## config.mk

```make
export PLATFORM = sky130hd
export DESIGN_NAME = mem_io_responder_flat
export DESIGN_NICKNAME = d
export VERILOG_FILES = /design/src/rtl/mem_io_responder_if.sv /design/src/rtl/mem_io_responder.sv /design/src/flat_wrapper.sv
export SDC_FILE = /design/constraint.sdc
export NUM_CORES = 2
export LEC_CHECK = 0
export ABC_AREA = 1
export BUFFER_PORTS_ARGS = -buffer_cell sky130_fd_sc_hd__buf_4
export CAP_MARGIN = 20
export CORE_ASPECT_RATIO = 0.9
export CORE_MARGIN = 4
export CORE_UTILIZATION = 30
export DETAILED_ROUTE_END_ITERATION = 16
export GPL_TIMING_DRIVEN = 1
export SYNTH_ARGS = -nofsm -noshare
export SYNTH_HDL_FRONTEND = slang
export SYNTH_SLANG_ARGS = --single-unit
```

## constraint.sdc

```tcl
create_clock -name clk -period 3.7 [get_ports clk]
set_input_delay 0.74 -clock clk [delete_from_list [all_inputs] [get_ports clk]]
set_output_delay 0.74 -clock clk [all_outputs]
set_load 0.1 [all_outputs]
```

## src/rtl/mem_io_responder_if.sv

```systemverilog
// Bus, loader and port signals between the CPU-side controller and the memory responder.
// Pure wiring, no latency.
// Output port uses valid/ready; input port uses valid/ready with the responder holding one byte.
interface mem_io_responder_if;
    logic [7:0] addr;
    logic [7:0] wdata;
    logic       write;
    logic [7:0] rdata;
    logic [7:0] out_data;
    logic       out_valid;
    logic       out_ready;
    logic [7:0] in_data;
    logic       in_valid;
    logic       in_ready;
    logic       load_en;
    logic [7:0] load_addr;
    logic [7:0] load_data;
    logic       cpu_rst;

    // Controller / loader / port peers side
    modport master (
        output addr, wdata, write, out_ready, in_data, in_valid,
               load_en, load_addr, load_data,
        input  rdata, out_data, out_valid, in_ready, cpu_rst
    );

    // Responder side
    modport slave (
        input  addr, wdata, write, out_ready, in_data, in_valid,
               load_en, load_addr, load_data,
        output rdata, out_data, out_valid, in_ready, cpu_rst
    );
endinterface

```

## src/rtl/mem_io_responder.sv

```systemverilog
// 256x8 RAM responder with an overlaid I/O page (OUT, IN, STATUS, TIMER) and a boot loader port.
// Reads are combinational (zero latency); writes and flag updates take effect on the clk edge.
// Output port holds one byte until out_ready; input port refuses new data (in_ready=0) while full.
module mem_io_responder #(
    parameter logic [7:0] IO_BASE = 8'hF0
) (
    input  logic             clk,
    input  logic             rst,
    mem_io_responder_if.slave bus
);
    localparam logic [7:0] ADDR_OUT    = IO_BASE;
    localparam logic [7:0] ADDR_IN     = IO_BASE + 8'd1;
    localparam logic [7:0] ADDR_STATUS = IO_BASE + 8'd2;
    localparam logic [7:0] ADDR_TIMER  = IO_BASE + 8'd3;

    logic [7:0] mem [256];
    logic [7:0] out_data;
    logic       out_valid;
    logic [7:0] in_hold;
    logic       in_full;
    logic       overrun;
    logic [7:0] timer;
    logic       cpu_rst;

    // A bus write only counts when the loader is idle; the loader owns RAM otherwise.
    logic bus_wr;
    logic is_io;
    assign bus_wr = bus.write && !bus.load_en;
    assign is_io  = (bus.addr >= IO_BASE);

    // RAM write port: loader has priority and reaches every location, including the shadowed I/O range.
    always_ff @(posedge clk) begin
        if (bus.load_en)
            mem[bus.load_addr] <= bus.load_data;
        else if (bus.write && !is_io)
            mem[bus.addr] <= bus.wdata;
    end

    // I/O page registers, port handshakes, timer and CPU reset.
    always_ff @(posedge clk or posedge rst) begin
        if (rst) begin
            out_data  <= 8'h00;
            out_valid <= 1'b0;
            in_hold   <= 8'h00;
            in_full   <= 1'b0;
            overrun   <= 1'b0;
            timer     <= 8'h00;
            cpu_rst   <= 1'b1;
        end else begin
            cpu_rst <= bus.load_en;

            // Consumer took the byte; out_data keeps its last value for readback.
            if (out_valid && bus.out_ready)
                out_valid <= 1'b0;

            if (bus_wr && bus.addr == ADDR_OUT) begin
                if (out_valid)
                    overrun <= 1'b1;
                else begin
                    out_data  <= bus.wdata;
                    out_valid <= 1'b1;
                end
            end

            // Status clears; an offer arriving while full is not taken this edge because in_ready was low.
            if (bus_wr && bus.addr == ADDR_STATUS) begin
                if (bus.wdata[0])
                    in_full <= 1'b0;
                if (bus.wdata[2])
                    overrun <= 1'b0;
            end

            if (bus.in_valid && !in_full) begin
                in_hold <= bus.in_data;
                in_full <= 1'b1;
            end

            // A timer write replaces this cycle's increment.
            if (bus_wr && bus.addr == ADDR_TIMER)
                timer <= bus.wdata;
            else
                timer <= timer + 8'd1;
        end
    end

    // Combinational read mux; reads never change state.
    always_comb begin
        bus.rdata = 8'h00;
        if (!is_io)
            bus.rdata = mem[bus.addr];
        else if (bus.addr == ADDR_OUT)
            bus.rdata = out_data;
        else if (bus.addr == ADDR_IN)
            bus.rdata = in_hold;
        else if (bus.addr == ADDR_STATUS)
            bus.rdata = {5'b0, overrun, out_valid, in_full};
        else if (bus.addr == ADDR_TIMER)
            bus.rdata = timer;
    end

    assign bus.out_data  = out_data;
    assign bus.out_valid = out_valid;
    assign bus.in_ready  = !in_full;
    assign bus.cpu_rst   = cpu_rst;
endmodule

```

## src/flat_wrapper.sv

```systemverilog
// flat-port wrapper written by rule: the top's interface ports become plain ports
module mem_io_responder_flat 
#(
    parameter logic [7:0] IO_BASE = 8'hF0
)
  (clk, rst, bus_addr, bus_wdata, bus_write, bus_out_ready, bus_in_data, bus_in_valid, bus_load_en, bus_load_addr, bus_load_data, bus_rdata, bus_out_data, bus_out_valid, bus_in_ready, bus_cpu_rst);
  mem_io_responder_if bus_i ();
  input  logic clk;
  input  logic rst;
  input wire logic [$bits(bus_i.addr)-1:0] bus_addr;
  input wire logic [$bits(bus_i.wdata)-1:0] bus_wdata;
  input wire logic [$bits(bus_i.write)-1:0] bus_write;
  input wire logic [$bits(bus_i.out_ready)-1:0] bus_out_ready;
  input wire logic [$bits(bus_i.in_data)-1:0] bus_in_data;
  input wire logic [$bits(bus_i.in_valid)-1:0] bus_in_valid;
  input wire logic [$bits(bus_i.load_en)-1:0] bus_load_en;
  input wire logic [$bits(bus_i.load_addr)-1:0] bus_load_addr;
  input wire logic [$bits(bus_i.load_data)-1:0] bus_load_data;
  output wire logic [$bits(bus_i.rdata)-1:0] bus_rdata;
  output wire logic [$bits(bus_i.out_data)-1:0] bus_out_data;
  output wire logic [$bits(bus_i.out_valid)-1:0] bus_out_valid;
  output wire logic [$bits(bus_i.in_ready)-1:0] bus_in_ready;
  output wire logic [$bits(bus_i.cpu_rst)-1:0] bus_cpu_rst;
  assign bus_i.addr = bus_addr;
  assign bus_i.wdata = bus_wdata;
  assign bus_i.write = bus_write;
  assign bus_i.out_ready = bus_out_ready;
  assign bus_i.in_data = bus_in_data;
  assign bus_i.in_valid = bus_in_valid;
  assign bus_i.load_en = bus_load_en;
  assign bus_i.load_addr = bus_load_addr;
  assign bus_i.load_data = bus_load_data;
  assign bus_rdata = bus_i.rdata;
  assign bus_out_data = bus_i.out_data;
  assign bus_out_valid = bus_i.out_valid;
  assign bus_in_ready = bus_i.in_ready;
  assign bus_cpu_rst = bus_i.cpu_rst;
  mem_io_responder #(.IO_BASE(IO_BASE)) u_core (.clk(clk), .rst(rst), .bus(bus_i));
endmodule
```

# After elaboration in Yosys (flattened, before gate mapping)
# Memories as Yosys holds them, arrays and structs flattened.
# Cells that the tools add are included.
# word_totals
register_bits	28
latchBits	0
ram_bits	2048
rom_bits	0
output_inout_bits	19
word_cells	54
n_memories	1
# classes
add_sub_neg	1
mul	0
div	0
n_lt_le_gt_ge	1
eq_ne	4
shifts	0
mux	24
n_bitwise	1
n_reduce_logical	15
# memory_table
name	depth	word_bits	read_ports	rd_clocked_by_memory_dff	write_ports	line	text
u_core.mem	256	8	1	0	1	mem_io_responder.sv:16	logic [7:0] mem [256];
# op_table
cell	count
$mux 8	8
$eq 8x8->1 const B	4
$mux 1	16
$add 8x1->8 const B	1
$ge 8x8->1 const B	1
$reduce_or 8->1	1
$logic_and 1x1->1	7
$reduce_and 2->1	2
$reduce_bool 2->1	2
$logic_not 1->1	3
$not 1->1	1

# Longest topological paths before layout
# logic_depth
word_depth	8
ltp_mapped	19
mapped_depth_nobuf	15

# Worst setup path after synthesis
# No wires, ideal clock.
# synth_timing
path_kind	input port to flip-flop
from	input bus_addr[7]
to	memory u_core.mem[0][2] (data pin)
setup_ps	2189
t_arrival_ps	11344
path_slack_ps	-9833
cell_stages	6
path_cell_list	buf_4 -> nand4_4 -> nand2_4 -> buf_4 -> clkbuf_1 -> o21ai_0
# synth_between
elab_chain_len	8
# synth_rtl
item	line	text
start: declaration	flat_wrapper.sv:10	input wire logic [$bits(bus_i.addr)-1:0] bus_addr;
$ge 8x8->1	mem_io_responder.sv:29	assign is_io = (bus.addr >= IO_BASE);
$logic_not 1->1	mem_io_responder.sv:35	else if (bus.write && !is_io)
$logic_and 1x1->1	mem_io_responder.sv:35	
$mux 1	mem_io_responder.sv:35	
$mux 1	mem_io_responder.sv:33	if (bus.load_en)
$mux 1 (not written as such)	mem_io_responder.sv:36	mem[bus.addr] <= bus.wdata;
$reduce_or 8->1 (no source line)	-	
$mux 8 (no source line)	-	
end: declaration	mem_io_responder.sv:16	
# Every way passes these cells.

# Final worst setup path
# layout_timing
from	input bus_addr[1]
to	output bus_rdata[3]
# layout_between
elab_chain_len	6
# layout_rtl
item	line	text
parallel branches: the longest is 5 deep, another holds $mem_v2 256x8	-	
$mux 8 *	mem_io_responder.sv:89	if (!is_io)
end: declaration	flat_wrapper.sv:19	output wire logic [$bits(bus_i.rdata)-1:0] bus_rdata;
# Every way passes the cells marked *.

==> qor.yml <==
run_status: "complete, but fails checks"
violations: "setup timing"
period_share_pct: 105
drt_iter0_drc: 7902
cp-start-kind: "input pin"
postLayoutCellArea_sq_um: 102000
via_count: 58900
fin_hold_ws_ns: 0.0733
syn_nets: 7635
dieArea_sq_um: 291000
drc: 0
synth_top_family_by_area: "simple AND/OR/NAND/NOR gates"
cts_tree: "built"
core_area_sq_um: 280000
grt_max_degree: 117
port_buffers: 64
mostFrequentLayoutCells: "nand2_1 (3,229), edfxtp_1 (2,048), nor2_1 (764)"
route.detailed.wl_per_inst_um: 22.7
row_count: 184
r2r_start: "u_core.timer[2]"
synthSimpleGateAreaFrac_pct: 22.1
gp_congestion: 0.924
cts-buffers-inserted: 207
syn_area_per_cell_sq_um: 11.2
drive_gt1_share_pct: 13.0
leakagePower_nw: 37.8
dpl_worst_slack_ns: -0.661
synth_cell_type_count: 36
critPathKind: "in2out"
worstMarginPinSlew_ns: 1.16
final_common_cell: "nand2_1"
drt_wl_total_um: 269000
ant_nets: 0
crit_arrival_ns: 3.15
slew_headroom_pct: 22.6
cts_buffer_depth: 3
grt_pass1_vias: 55600
via_per_inst: 4.97
clock.fmax_ghz: 0.257
path_clk_slew_ns: 0.06
io_pins: 65
hold_viol_final: 0
synthCells: 7588
synth_xor_area_share_pct: 0.0414
ctsHtreeMaxLevel: 4
hp-start: "bus_wdata[2]"
syn_area_sq_um: 84700
clock_latency_ns: 0.88
fp.dieH_um: 512
rsz0062_at_grt: "true"
synth_seq_cells: 2076
placed_cell_area_sq_um: 93200
ir_worst_vdd_v: 0.000426
cts_root_buf: "clkbuf_16"
die_w_um: 568
setup_viol: 8
start_util_pct: 30.2
hold_class: "in2reg"
gr-usage-all-layers_pct: 17.6
setup_ws_ns: -0.190
crit_path_end_kind: "primary output"
fin_setup_tns_ns: -1.23
drt_first_pass_iters: 7
synthMuxAreaShare_pct: 0.106
cap_violations: 0
antenna_found_initial: 7
skew_ns: 0.00598
yosysWarnings: 0
setup.worst_path.start: "bus_addr[1]"
clock-sinks: 2076
critPathRequiredTime_ns: 2.96
ys_seq_area_share_pct: 73.4
dp_hpwl_um: 163000
syn2layout_area_growth_pct: 20.9
power_density_nw_per_um2: 499
maxSlewViolCount: 0
critPathMaxFanout: 7
nets: 7992
synth_compound_area_share_pct: 1.34
grt_pass1_wl_um: 383000
grt_overflow: 0
finalCriticalPeriod_ns: 3.89
synthAdderAreaFrac_pct: 0.0148
-- where the power goes --
group / leakage [nW] / internal [mW] / switching (mW)
sequential: 18.3 / 26.2 / 0.0670
combinational: 16.3 / 1.44 / 3.28
clock: 3.11 / 10.9 / 9.20
-- registers in the layout, summed over array words and instances, names as in the netlist --
signal / count
u_core.mem: 2048
u_core.bus.out_data: 8
u_core.in_hold: 8
u_core.timer: 8
u_core.bus.cpu_rst: 1
u_core.bus.out_valid: 1
u_core.in_full: 1
u_core.overrun: 1
-- logic make-up (layout without fill, tap and decap cells) --
logic type | count (synthesis) | count (layout)
fa+ha+maj | 1 | 1
compound gates | 214 | 214
xor+xnor | 4 | 4
other cells | 0 | 3
simple gates | 4686 | 4686
flops | 2076 | 2076
buf+inv | 599 | 1128
mux | 8 | 8
-- layer usage --
layer  wire length [um]  up-vias  share of wire [%]  global-route usage, %
met2             121000     3106                 45                   27.2
met3              26900      519                 10                   3.29
met1             110000    29000                 41                   24.4
li1                   -    26300                  -                      -
met5                 11        -             0.0041                      0
met4              11000        2                4.1                   7.07
-- synthesized netlist by cell type --
cell      number  area, sq um
o21ai_1       12         60.1
a221oi_1       8         70.1
nand4_1      188         1180
buf_2        193          966
nand4_4        1         21.3
a22oi_1        4         30.0
nand2_1     3285        12300
clkbuf_1     130          488
nand3_2        1         10.0
o21ai_0       18         90.1
inv_1        184          691
dfstp_2        1         26.3
nor3_1         4         20.0
nor2_2         1         6.26
a21oi_1      164          821
xor2_1         3         26.3
nor3_2         1         10.0
buf_1         67          251
buf_6          4         45.0
nor2_1       804         3020
nor2_4         8         90.1
nor3_4         1         16.3
nand2_4        2         22.5
dfrtp_1       27          676
nand3_1      384         1920
ha_1           1         12.5
clkinv_1       2         7.51
or2_2          1         6.26
buf_4          7         52.6
edfxtp_1    2048        61500
mux2_2         8         90.1
nand2_2        5         31.3
inv_2         12         45.0
o22ai_1        4         25.0
xnor2_1        1         8.76
o21ai_2        4         35.0
-- path summary, 6_finish.rpt --
check | to | slack, ns | depth (start not counted)
max in group asynchronous | u_core.bus.cpu_rst | 2.74 | 4
min reg2reg | u_core.timer[0] | 0.51 | 1
max | bus_rdata[3] | -0.19 | 20
min in group asynchronous | u_core.overrun | 0.43 | 3
min | u_core.overrun | 0.07 | 2
max reg2reg | u_core.timer[7] | 2.10 | 9
-- cell type report --
type	count	area (sq um)
sequential	2076	62200
multi-input combinational	4913	21000
timing repair buffer	548	7360
timing repair inverter	1	11.3
clock inverter	125	1030
clock buffer	256	5360
fill	26800	178000
antenna	3	7.51
tap	3720	4650
inverter	198	790
-- worst max-delay path, cell delays in order --
cell,delay [ns]
clkbuf_16,0.15
inv_8,0.05
nor2_4,0.15
buf_12,0.18
buf_12,0.17
buf_12,0.17
buf_4,0.13
buf_4,0.12
nand2_1,0.07
nand4_1,0.09
nand3_1,0.08
nand2_1,0.20
nand3_4,0.12
nand3_2,0.10
nand3_2,0.07
nand2_2,0.09
buf_6,0.13
nand2_4,0.05
nand2_4,0.06
buf_12,0.17
-- metrics by stage --
stage | total power, mW | util, % | std cells
2_1_floorplan | 28.9 | - | 7588
3_3_place_gp | 30.9 | 33.3 | 11400
3_5_place_dp | 31.0 | 33.3 | 11400
4_1_cts | 51.0 | 36.1 | 11800
5_1_grt | 52.6 | 36.5 | 11800
6_report | 51.1 | 36.5 | 11800
-- what timing repair did --
| action | in CTS | in global routing |
|---|---|---|
| endpoints found under the hold margin | 2 | 7 |
| pin swaps | 15 | 84 |
| cloned | 18 | 17 |
| buffers inserted | 16 | 25 |
| hold buffers | 2 | 1 |
| gates resized for setup | 145 | 187 |
| setup endpoints to repair | 8 | 8 |
Note: power is estimated with default switching activity, not from simulation.
